### config.mk
export PLATFORM = sky130hd
export DESIGN_NAME = shaper_cfg_ctrl
export DESIGN_NICKNAME = d
export VERILOG_FILES = /design/src/rtl/shaper_cfg_ctrl.sv
export SDC_FILE = /design/constraint.sdc
export NUM_CORES = 1
export LEC_CHECK = 0
export ABC_AREA = 1
export ABC_CLOCK_PERIOD_IN_PS = 7300
export CAP_MARGIN = 20
export CORE_MARGIN = 10
export CORE_UTILIZATION = 50
export CTS_CLUSTER_DIAMETER = 80
export CTS_CLUSTER_SIZE = 16
export DETAILED_ROUTE_END_ITERATION = 7
export GPL_ROUTABILITY_DRIVEN = 0
export PLACE_DENSITY = 0.72
export SYNTH_ARGS = -nofsm -noshare
export SYNTH_HDL_FRONTEND = slang
export SYNTH_SLANG_ARGS = --single-unit
### constraint.sdc
create_clock -name clk -period 7.3 [get_ports clk]
set_clock_uncertainty 0.1 [all_clocks]
set_input_delay 0.73 -clock clk [delete_from_list [all_inputs] [get_ports clk]]
set_output_delay 0.73 -clock clk [all_outputs]
set_load 0.05 [all_outputs]
### src/rtl/shaper_cfg_ctrl.sv
// shaper_cfg_ctrl
// ---------------
// Runtime configuration and sequencing controller for the trapezoidal
// shaping filter. Slow-control writes land in a shadow register set. An
// apply strobe checks the shadow set and, if it is legal, copies it to the
// active set that drives the filter. The controller then holds the filter
// in reset (FLUSH) and masks out_valid until the filter pipeline has
// settled (SETTLE). After that it reports trustworthy data (RUN).
//
// Optional feature: define SHAPER_CFG_READBACK_EN to add cfg_rd/cfg_rdata.
// cfg_rdata returns the active coefficient selected by cfg_addr.
//
// Ports:
//   clk          clock
//   reset        synchronous, active-low reset
//   cfg_wr       one-cycle write strobe (shadow[cfg_addr] <= cfg_wdata)
//   cfg_addr     0=k, 1=l, 2=m1, 3=m2
//   cfg_wdata    write data
//   cfg_apply    one-cycle strobe: commit shadow set to active set
//   cfg_rd       (readback only) read strobe for the active set
//   cfg_rdata    (readback only) read data, valid the cycle after cfg_rd
//   cfg_ack      pulse one cycle after cfg_wr (or cfg_rd)
//   cfg_err      pulse one cycle after a rejected apply
//   busy         high while in FLUSH or SETTLE
//   filt_rst_n   active-low reset to the filter
//   k_act..m2_act active coefficients to the filter
//   out_valid    filter output trustworthy (RUN)

module shaper_cfg_ctrl #(
    parameter int CFG_W     = 16,
    parameter int K_DEF     = 16,
    parameter int L_DEF     = 8,
    parameter int M1_DEF    = 2,
    parameter int M2_DEF    = 3,
    parameter int K_MAX     = 64,
    parameter int FLUSH_CYC = 4,
    parameter int PIPE_LAT  = 6
) (
    input  logic             clk,
    input  logic             reset,
    input  logic             cfg_wr,
    input  logic [1:0]       cfg_addr,
    input  logic [CFG_W-1:0] cfg_wdata,
    input  logic             cfg_apply,
`ifdef SHAPER_CFG_READBACK_EN
    input  logic             cfg_rd,
    output logic [CFG_W-1:0] cfg_rdata,
`endif
    output logic             cfg_ack,
    output logic             cfg_err,
    output logic             busy,
    output logic             filt_rst_n,
    output logic [CFG_W-1:0] k_act,
    output logic [CFG_W-1:0] l_act,
    output logic [CFG_W-1:0] m1_act,
    output logic [CFG_W-1:0] m2_act,
    output logic             out_valid
);

    // Two extra bits so k+l+PIPE_LAT can never wrap the settle counter.
    localparam int CNT_W = CFG_W + 2;

    localparam logic [CFG_W-1:0] K_MAX_C    = CFG_W'(K_MAX);
    localparam logic [CNT_W-1:0] FLUSH_LAST = CNT_W'(FLUSH_CYC - 1);

    // Index 0 is k, 1 is l, 2 is m1, 3 is m2 (matches cfg_addr).
    localparam logic [3:0][CFG_W-1:0] DEF_SET = {
        CFG_W'(M2_DEF), CFG_W'(M1_DEF), CFG_W'(L_DEF), CFG_W'(K_DEF)
    };

    typedef enum logic [1:0] {
        ST_FLUSH,
        ST_SETTLE,
        ST_RUN
    } state_t;

    state_t                  state_q, state_d;
    logic [CNT_W-1:0]        cnt_q, cnt_d;
    logic [3:0][CFG_W-1:0]   shadow_q, shadow_d;
    logic [3:0][CFG_W-1:0]   act_q, act_d;
    logic                    ack_q, ack_d;
    logic                    err_q, err_d;
    logic                    filt_rst_n_q, filt_rst_n_d;
    logic                    out_valid_q, out_valid_d;
    logic                    busy_q, busy_d;
    logic                    apply_ok;
    logic [CNT_W-1:0]        settle_last;

    // Shadow merge: a write in the same cycle as an apply is folded in first,
    // so the apply checks and commits the post-write shadow set.
    always_comb begin
        shadow_d = shadow_q;
        if (cfg_wr) begin
            shadow_d[cfg_addr] = cfg_wdata;
        end
    end

    // Legal set: 1 <= k <= K_MAX and l < k; m1/m2 are unrestricted.
    assign apply_ok = (shadow_d[0] != '0) && (shadow_d[0] <= K_MAX_C) &&
                      (shadow_d[1] < shadow_d[0]);

    // Last SETTLE count value, derived from the set the filter is running on.
    assign settle_last = {2'b00, act_q[0]} + {2'b00, act_q[1]} +
                         CNT_W'(PIPE_LAT) - CNT_W'(1);

    // Sequencer next state. An accepted apply overrides the normal
    // FLUSH -> SETTLE -> RUN progress from any state.
    always_comb begin
        state_d = state_q;
        cnt_d   = cnt_q;
        act_d   = act_q;
        err_d   = 1'b0;

        case (state_q)
            ST_FLUSH: begin
                if (cnt_q == FLUSH_LAST) begin
                    state_d = ST_SETTLE;
                    cnt_d   = '0;
                end else begin
                    cnt_d = cnt_q + CNT_W'(1);
                end
            end
            ST_SETTLE: begin
                if (cnt_q == settle_last) begin
                    state_d = ST_RUN;
                    cnt_d   = '0;
                end else begin
                    cnt_d = cnt_q + CNT_W'(1);
                end
            end
            ST_RUN: begin
                state_d = ST_RUN;
            end
            default: begin
                state_d = ST_FLUSH;
                cnt_d   = '0;
            end
        endcase

        if (cfg_apply) begin
            if (apply_ok) begin
                act_d   = shadow_d;
                state_d = ST_FLUSH;
                cnt_d   = '0;
            end else begin
                err_d = 1'b1;
            end
        end
    end

    // Status outputs are registered from the next state so they line up
    // with the state they describe.
    always_comb begin
        ack_d        = cfg_wr;
        filt_rst_n_d = (state_d != ST_FLUSH);
        out_valid_d  = (state_d == ST_RUN);
        busy_d       = (state_d != ST_RUN);
`ifdef SHAPER_CFG_READBACK_EN
        ack_d        = cfg_wr | cfg_rd;
`endif
    end

    always_ff @(posedge clk) begin
        if (!reset) begin
            state_q      <= ST_FLUSH;
            cnt_q        <= '0;
            shadow_q     <= DEF_SET;
            act_q        <= DEF_SET;
            ack_q        <= 1'b0;
            err_q        <= 1'b0;
            filt_rst_n_q <= 1'b0;
            out_valid_q  <= 1'b0;
            busy_q       <= 1'b1;
        end else begin
            state_q      <= state_d;
            cnt_q        <= cnt_d;
            shadow_q     <= shadow_d;
            act_q        <= act_d;
            ack_q        <= ack_d;
            err_q        <= err_d;
            filt_rst_n_q <= filt_rst_n_d;
            out_valid_q  <= out_valid_d;
            busy_q       <= busy_d;
        end
    end

`ifdef SHAPER_CFG_READBACK_EN
    logic [CFG_W-1:0] rdata_q, rdata_d;

    // Readback samples the active set before this edge, so a coincident
    // write or apply does not affect the returned value.
    always_comb begin
        rdata_d = rdata_q;
        if (cfg_rd) begin
            rdata_d = act_q[cfg_addr];
        end
    end

    always_ff @(posedge clk) begin
        if (!reset) begin
            rdata_q <= '0;
        end else begin
            rdata_q <= rdata_d;
        end
    end

    assign cfg_rdata = rdata_q;
`endif

    assign cfg_ack    = ack_q;
    assign cfg_err    = err_q;
    assign busy       = busy_q;
    assign filt_rst_n = filt_rst_n_q;
    assign out_valid  = out_valid_q;
    assign k_act      = act_q[0];
    assign l_act      = act_q[1];
    assign m1_act     = act_q[2];
    assign m2_act     = act_q[3];

endmodule

---- After elaboration in Yosys (flattened, before gate mapping) ----
Index checks and enable logic that the tools add are counted.
word-level totals
  latch bits .............................. 0
  output and inout bits ................... 69
  memories ................................ 0
  RAM bits ................................ 0
  input bits .............................. 22
  logic and storage cells ................. 52
  memory bits (read-only) ................. 0
  register bits after elaboration ......... 153
cells by class
  shift operators ......................... 0
  equal/unequal tests ..................... 6
  muxes and demuxes ....................... 15
  $mul .................................... 0
  reduce and logical (&&, ||, !) cells .... 8
  magnitude comparators ................... 4
  bitwise logic cells ..................... 0
  $add $sub $neg .......................... 4
  div/mod/pow operators ................... 0
operator list
  cell                   number
  $mux 18                4
  $bwmux 64              1
  $mux 64                1
  $pmux 18 s3            1
  $demux 16 s2           1
  $add 17x3->18 const B  1
  $add 18x1->18 const B  1
  $eq 18x18->1           1
  $eq 18x2->1 const B    1
  $sub 18x1->18 const B  1
  $add 16x16->17         1
  $le 16x7->1 const B    1
  $lt 16x16->1           1
  $mux 16                1
  $reduce_bool 16->1     1
  $mux 2                 4
  $pmux 2 s3             1
  $eq 2x2->1 const B     2
  $reduce_and 2->1       2
  $logic_and 1x1->1      3
  $lt 2x3->1 const B     1
  $eq 2x1->1 const B     1
  $ge 2x1->1 const B     1
  $logic_not 2->1        1
  3 further kinds        3

---- Logic depth before layout (Yosys ltp) ----
  word-level depth ........................ 12
  gate-level depth with buffers ........... 23
  mapped depth without buffers ............ 22

---- Worst setup path after synthesis ----
OpenSTA, ideal clock, no wires.
  kind .................................... register -> register
  start point ............................. reg act_q (netlist bit k_act[0])
  end point ............................... reg cnt_q[10]
  stages on the path, launching flop included .. 20
  period minus slack after synthesis ...... 3.150 ns
  path buffers ............................ 1
  arrival ................................. 2.995 ns
  setup time .............................. 0.055 ns
  required time ........................... 7.145 ns
  path slack .............................. 4.150 ns
  path through ............................ dfxtp_1 > inv_1 > ha_1 > inv_1 > ha_1 > inv_1 > fa_1 > nor2_1 > nor2_1 > nor2_1 > nor2_1 > o21ai_0 > xor2_1 > inv_1 > nand3_1 > clkbuf_1 > nand3_1 > nand3_1 > nand2_1 > inv_2
on the way
  longest elaborated chain between the ends .. 8
ends and longest elaborated chain
  element                   line  RTL
  start: declaration        80    logic [3:0][CFG_W-1:0] act_q, act_d;
  start signal: assignment  178   act_q <= act_d;
  $add 16x16->17 *          103   assign settle_last = {2'b00, act_q[0]} + {2'b00, act_q[1]} +
  $add 17x3->18 *           103
  $sub 18x1->18 *           104   CNT_W'(PIPE_LAT) - CNT_W'(1);
  $eq 18x18->1 *            124   if (cnt_q == settle_last) begin
  $mux 18 *                 124
  $pmux 18 s3 *             114   case (state_q)
  $mux 18                   141   if (apply_ok) begin
  $mux 18 *                 140   if (cfg_apply) begin
  end signal: assignment    176   cnt_q <= cnt_d;
  end: declaration          78    logic [CNT_W-1:0] cnt_q, cnt_d;
Every way passes the cells marked *; elsewhere a longest branch is shown, timed or not.
A chain may end at the register's enable or synchronous reset.

==> results list <==
- Result of the run: completed
- STA classifies the critical path endpoint as a flip-flop.
- The analysis attributes to cell leakage a power of 4.775 nW.
- The clock drives 153 sinks.
* First drt pass iteration count: 5
- Met1 WL: 9295 um
* Effective utilization at floorplan: 51.14%
* Per-instance average area after synthesis: 7.179 um^2
- Setup violations remaining at the end of the flow were counted as 0.
- After synthesis, flip-flops and latches occupy 39.25% of the total area.
- Global routing used 18.44% of the available tracks across all layers.
* Finished Cell Area: 0.009427 mm^2
- Combinational family with the most area after synthesis: simple AND/OR/NAND/NOR gates
- PortBufs: 90
- Counting along the longest clock path gives a buffer depth of 2.
- Setup bufs post-CTS: 0
* Largest net degree at the start of global routing: 63
- The cell area that synthesis handed to floorplanning was 0.007804 mm^2.
- When the netlist entered floorplanning its net count stood at 1157.
* CP startpoint kind: primary input
* Peak fanout along the critical path: 62
- Worst slack after detailed placement: 2.442 ns
* Seq cells post-synth: 153
* Total met2 wirelength after detailed routing: 8537 um
- The portion of synthesized area spent on multiplexers is 4.153%.
- Count of H-tree levels built during CTS: 4
- Measured slew at the worst slew-check pin: 1.071 ns
- TritonCTS clock tree: built
* Post-synthesis xor/xnor area fraction: 3.255%
- The final layout contains 1236 nets.
* Fraction of layout cells with a size suffix above 1: 5.259%
- Including well taps, the total number of placed cells is 1358.
- Vias per Instance: 4.946
- Maximum vdd drop: 0.1729 mV
* DRC violation count after routing: 0
- After clock tree synthesis, the clock-pin slew on the worst setup and hold paths is 0.07 ns.
- Number of fill cells in the layout: 1408
- Wire length reported by the detailed router: 19330 um
- Number of distinct library cells after synthesis: 43
* Detail Route met3 WL: 1091 um
* N_diodes: 0
- The cell count after synthesis came out at 1087.
* Final Hold Slack: 0.3445 ns
- The initialized floorplan defines 45 standard-cell rows.
- Setup repair after global routing left no endpoint under its margin.
* Fin Setup TNS: 0 ns
* Post-route fraction of the period consumed by the critical path: 60.56%
* Min-Delay Path Class: reg2reg
* Num CTS Buffers: 17
* Critical path data arrival time: 4.60 ns
- The count of final hold-check violations is 0.
- Final Instance Count excl. Fillers: 1390
- Area growth from synthesis to layout: 20.80%
- Half-perimeter wire length after detailed placement: 14220 um
- Detailed Route Iter0 Violations: 407
* Number of antenna violations at the first check in global routing: 1
- The first global-routing pass estimated 32570 um of wire.
* Synth Area in Compound Gates: 8.738%
- The routed design could run at a clock period as short as 4.421 ns.
- Total number of vias: 6875
- The via count of the first global-routing pass was 6597.
- Highest metal used: met4
- Critical Path RT: 7.48 ns
* Main synth FF type: dfxtp_1
* Overall power consumption: 2.246 mW
* Max-cap viol count: 0
- Setup slack of the most critical reg-to-reg path: 3.73 ns
* Post-cts gate resize count: 0
* Power per unit of standard cell area: 238.2 mW/mm^2
* Adder-cell area share of the yosys netlist: 7.792%
* Final core utilization: 61.78%
* Area of the core region: 0.01526 mm^2
- Kind of critical path: in2reg
* Grt ovf: 0
- Post-synth EDFFs: 0
* Quantity of hold-fixing buffers added after cts: 0
* Number of max-slew violations in the final report: 0
* Fraction of the mapped netlist area in simple logic gates: 24.87%
- For this run, the number of Yosys warnings is 0.
* Smallest setup slack after layout: 2.879 ns
- In this run the count of I/O pins placed on the die edge is 91.
- Share of flip-flops with an asynchronous set or reset after synthesis: 0%
- The die covers 0.02100 mm^2.
* Max-slew headroom at the worst pin: 28.36%
- The later pin in the worst-skew pair is clocked with a latency of 0.43 ns.
* Average detailed-routed wire length per instance: 13.90 um
- CTS root buf: clkbuf_16
- Die Width: 144.9 um
- The placed instances occupy a cell area of 0.008820 mm^2.
* Max Clk Rate: 226.2 MHz
- The floorplan step set the die height to 144.9 um.
- Once detail routing completed, the nets flagged for antenna violations numbered 0.
-- worst paths after layout --
| path | startpoint | endpoint | cells after the start |
|---|---|---|---|
| worst max register to register | k_act[1] | cnt_q[12] | 18 |
| worst min-delay path | m1_act[12] | m1_act[12] | 2 |
| worst min register to register | m1_act[12] | m1_act[12] | 2 |
| worst max-delay path | cfg_addr[0] | l_act[12] | 17 |
-- cells in the final DEF, fill, tap and decap left out, types with 2 or more instances in the layout --
| cell | count |
|---|---|
| nand2_1 | 224 |
| inv_1 | 184 |
| dfxtp_1 | 153 |
| nor2_1 | 144 |
| clkdlybuf4s50_1 | 90 |
| a21oi_1 | 71 |
| nand3_1 | 68 |
| ha_1 | 47 |
| mux2i_1 | 31 |
| o21ai_0 | 25 |
| clkbuf_16 | 17 |
| xnor2_1 | 15 |
| xor2_1 | 14 |
| inv_2 | 13 |
| nand4_1 | 9 |
| o21ai_1 | 6 |
| nor3_1 | 6 |
| inv_6 | 6 |
| o21a_1 | 5 |
| a22o_1 | 5 |
| a31oi_1 | 4 |
| buf_4 | 4 |
| o21ai_2 | 3 |
| clkinv_4 | 3 |
| nand2_4 | 2 |
| or2_1 | 2 |
| o211ai_1 | 2 |
| clkinv_1 | 2 |
| nor4_1 | 2 |
| nand3b_1 | 2 |
| or2_2 | 2 |
| inv_8 | 2 |
| bufinv_16 | 2 |
-- routing by layer --
metal,vias up,GRT usage [%]
met2,159,28.68
met1,3125,23.99
met3,29,4.936
li1,3562,-
met4,0,6.639
met5,-,0
-- sequential cells by signal (all words and copies together), names as in the netlist --
name        count
filt_rst_n      1
cfg_err         1
out_valid       1
cnt_q          18
l_act          16
shadow_q       64
k_act          16
cfg_ack         1
busy            1
m2_act         16
m1_act         16
state_q         2
-- cell families after synthesis --
family	Yosys count
AND/OR/NAND/NOR	467
adder cells (fa/ha/maj)	48
multiplexers	32
buffers and inverters	234
XOR/XNOR	29
AO/OA/AOI/OAI	124
flip-flops	153
-- layout make-up --
class / instances / area (um^2) / area share [%]
well taps: 211 / 264.0 / 2.801
flip-flops and latches: 153 / 3063 / 32.49
multi-input cells: 700 / 3809 / 40.40
repair buffers: 94 / 930.9 / 9.875
inverters: 200 / 753.2 / 7.990
clock inverters: 14 / 177.7 / 1.885
clock buffers: 18 / 429.2 / 4.553
-- synth_stat cells, drive strengths merged (2+ instances only) --
library cell	number	area [um^2]
nand2	226	863.3
inv	198	745.7
dfxtp	153	3063
nor2	146	558.0
a21oi	72	364.1
nand3	70	367.9
ha	47	588.1
o21ai	34	181.4
mux2i	32	324.1
clkbuf	24	90.09
xnor2	15	131.4
xor2	14	122.6
buf	10	88.83
nand4	9	56.30
nor3	6	30.03
a22o	5	43.79
o21a	5	37.54
or2	5	31.28
a31oi	4	25.02
clkinv	2	7.510
nand3b	2	15.01
nor4	2	12.51
o211ai	2	15.01
-- power breakdown --
part | switching [mW] | internal (mW) | total [mW]
logic | 0.277 | 0.150 | 0.426
clock network | 0.389 | 0.519 | 0.908
registers | 0.0303 | 0.881 | 0.911
total | 0.696 | 1.55 | 2.25
-- critical path: stages --
cell and delay [ns]:
clkdlybuf4s50_1 0.56, nand3_1 0.20, buf_4 0.27, o21ai_0 0.28
inv_1 0.08, ha_1 0.31, a21oi_1 0.14, o21a_1 0.13
o211ai_1 0.08, nor2_1 0.12, nand2_1 0.06, nor2_2 0.14
nand3_4 0.58, nand2_4 0.35, inv_4 0.23, nor2_1 0.19
a21oi_1 0.06
Power figures use the tool's default switching activity.
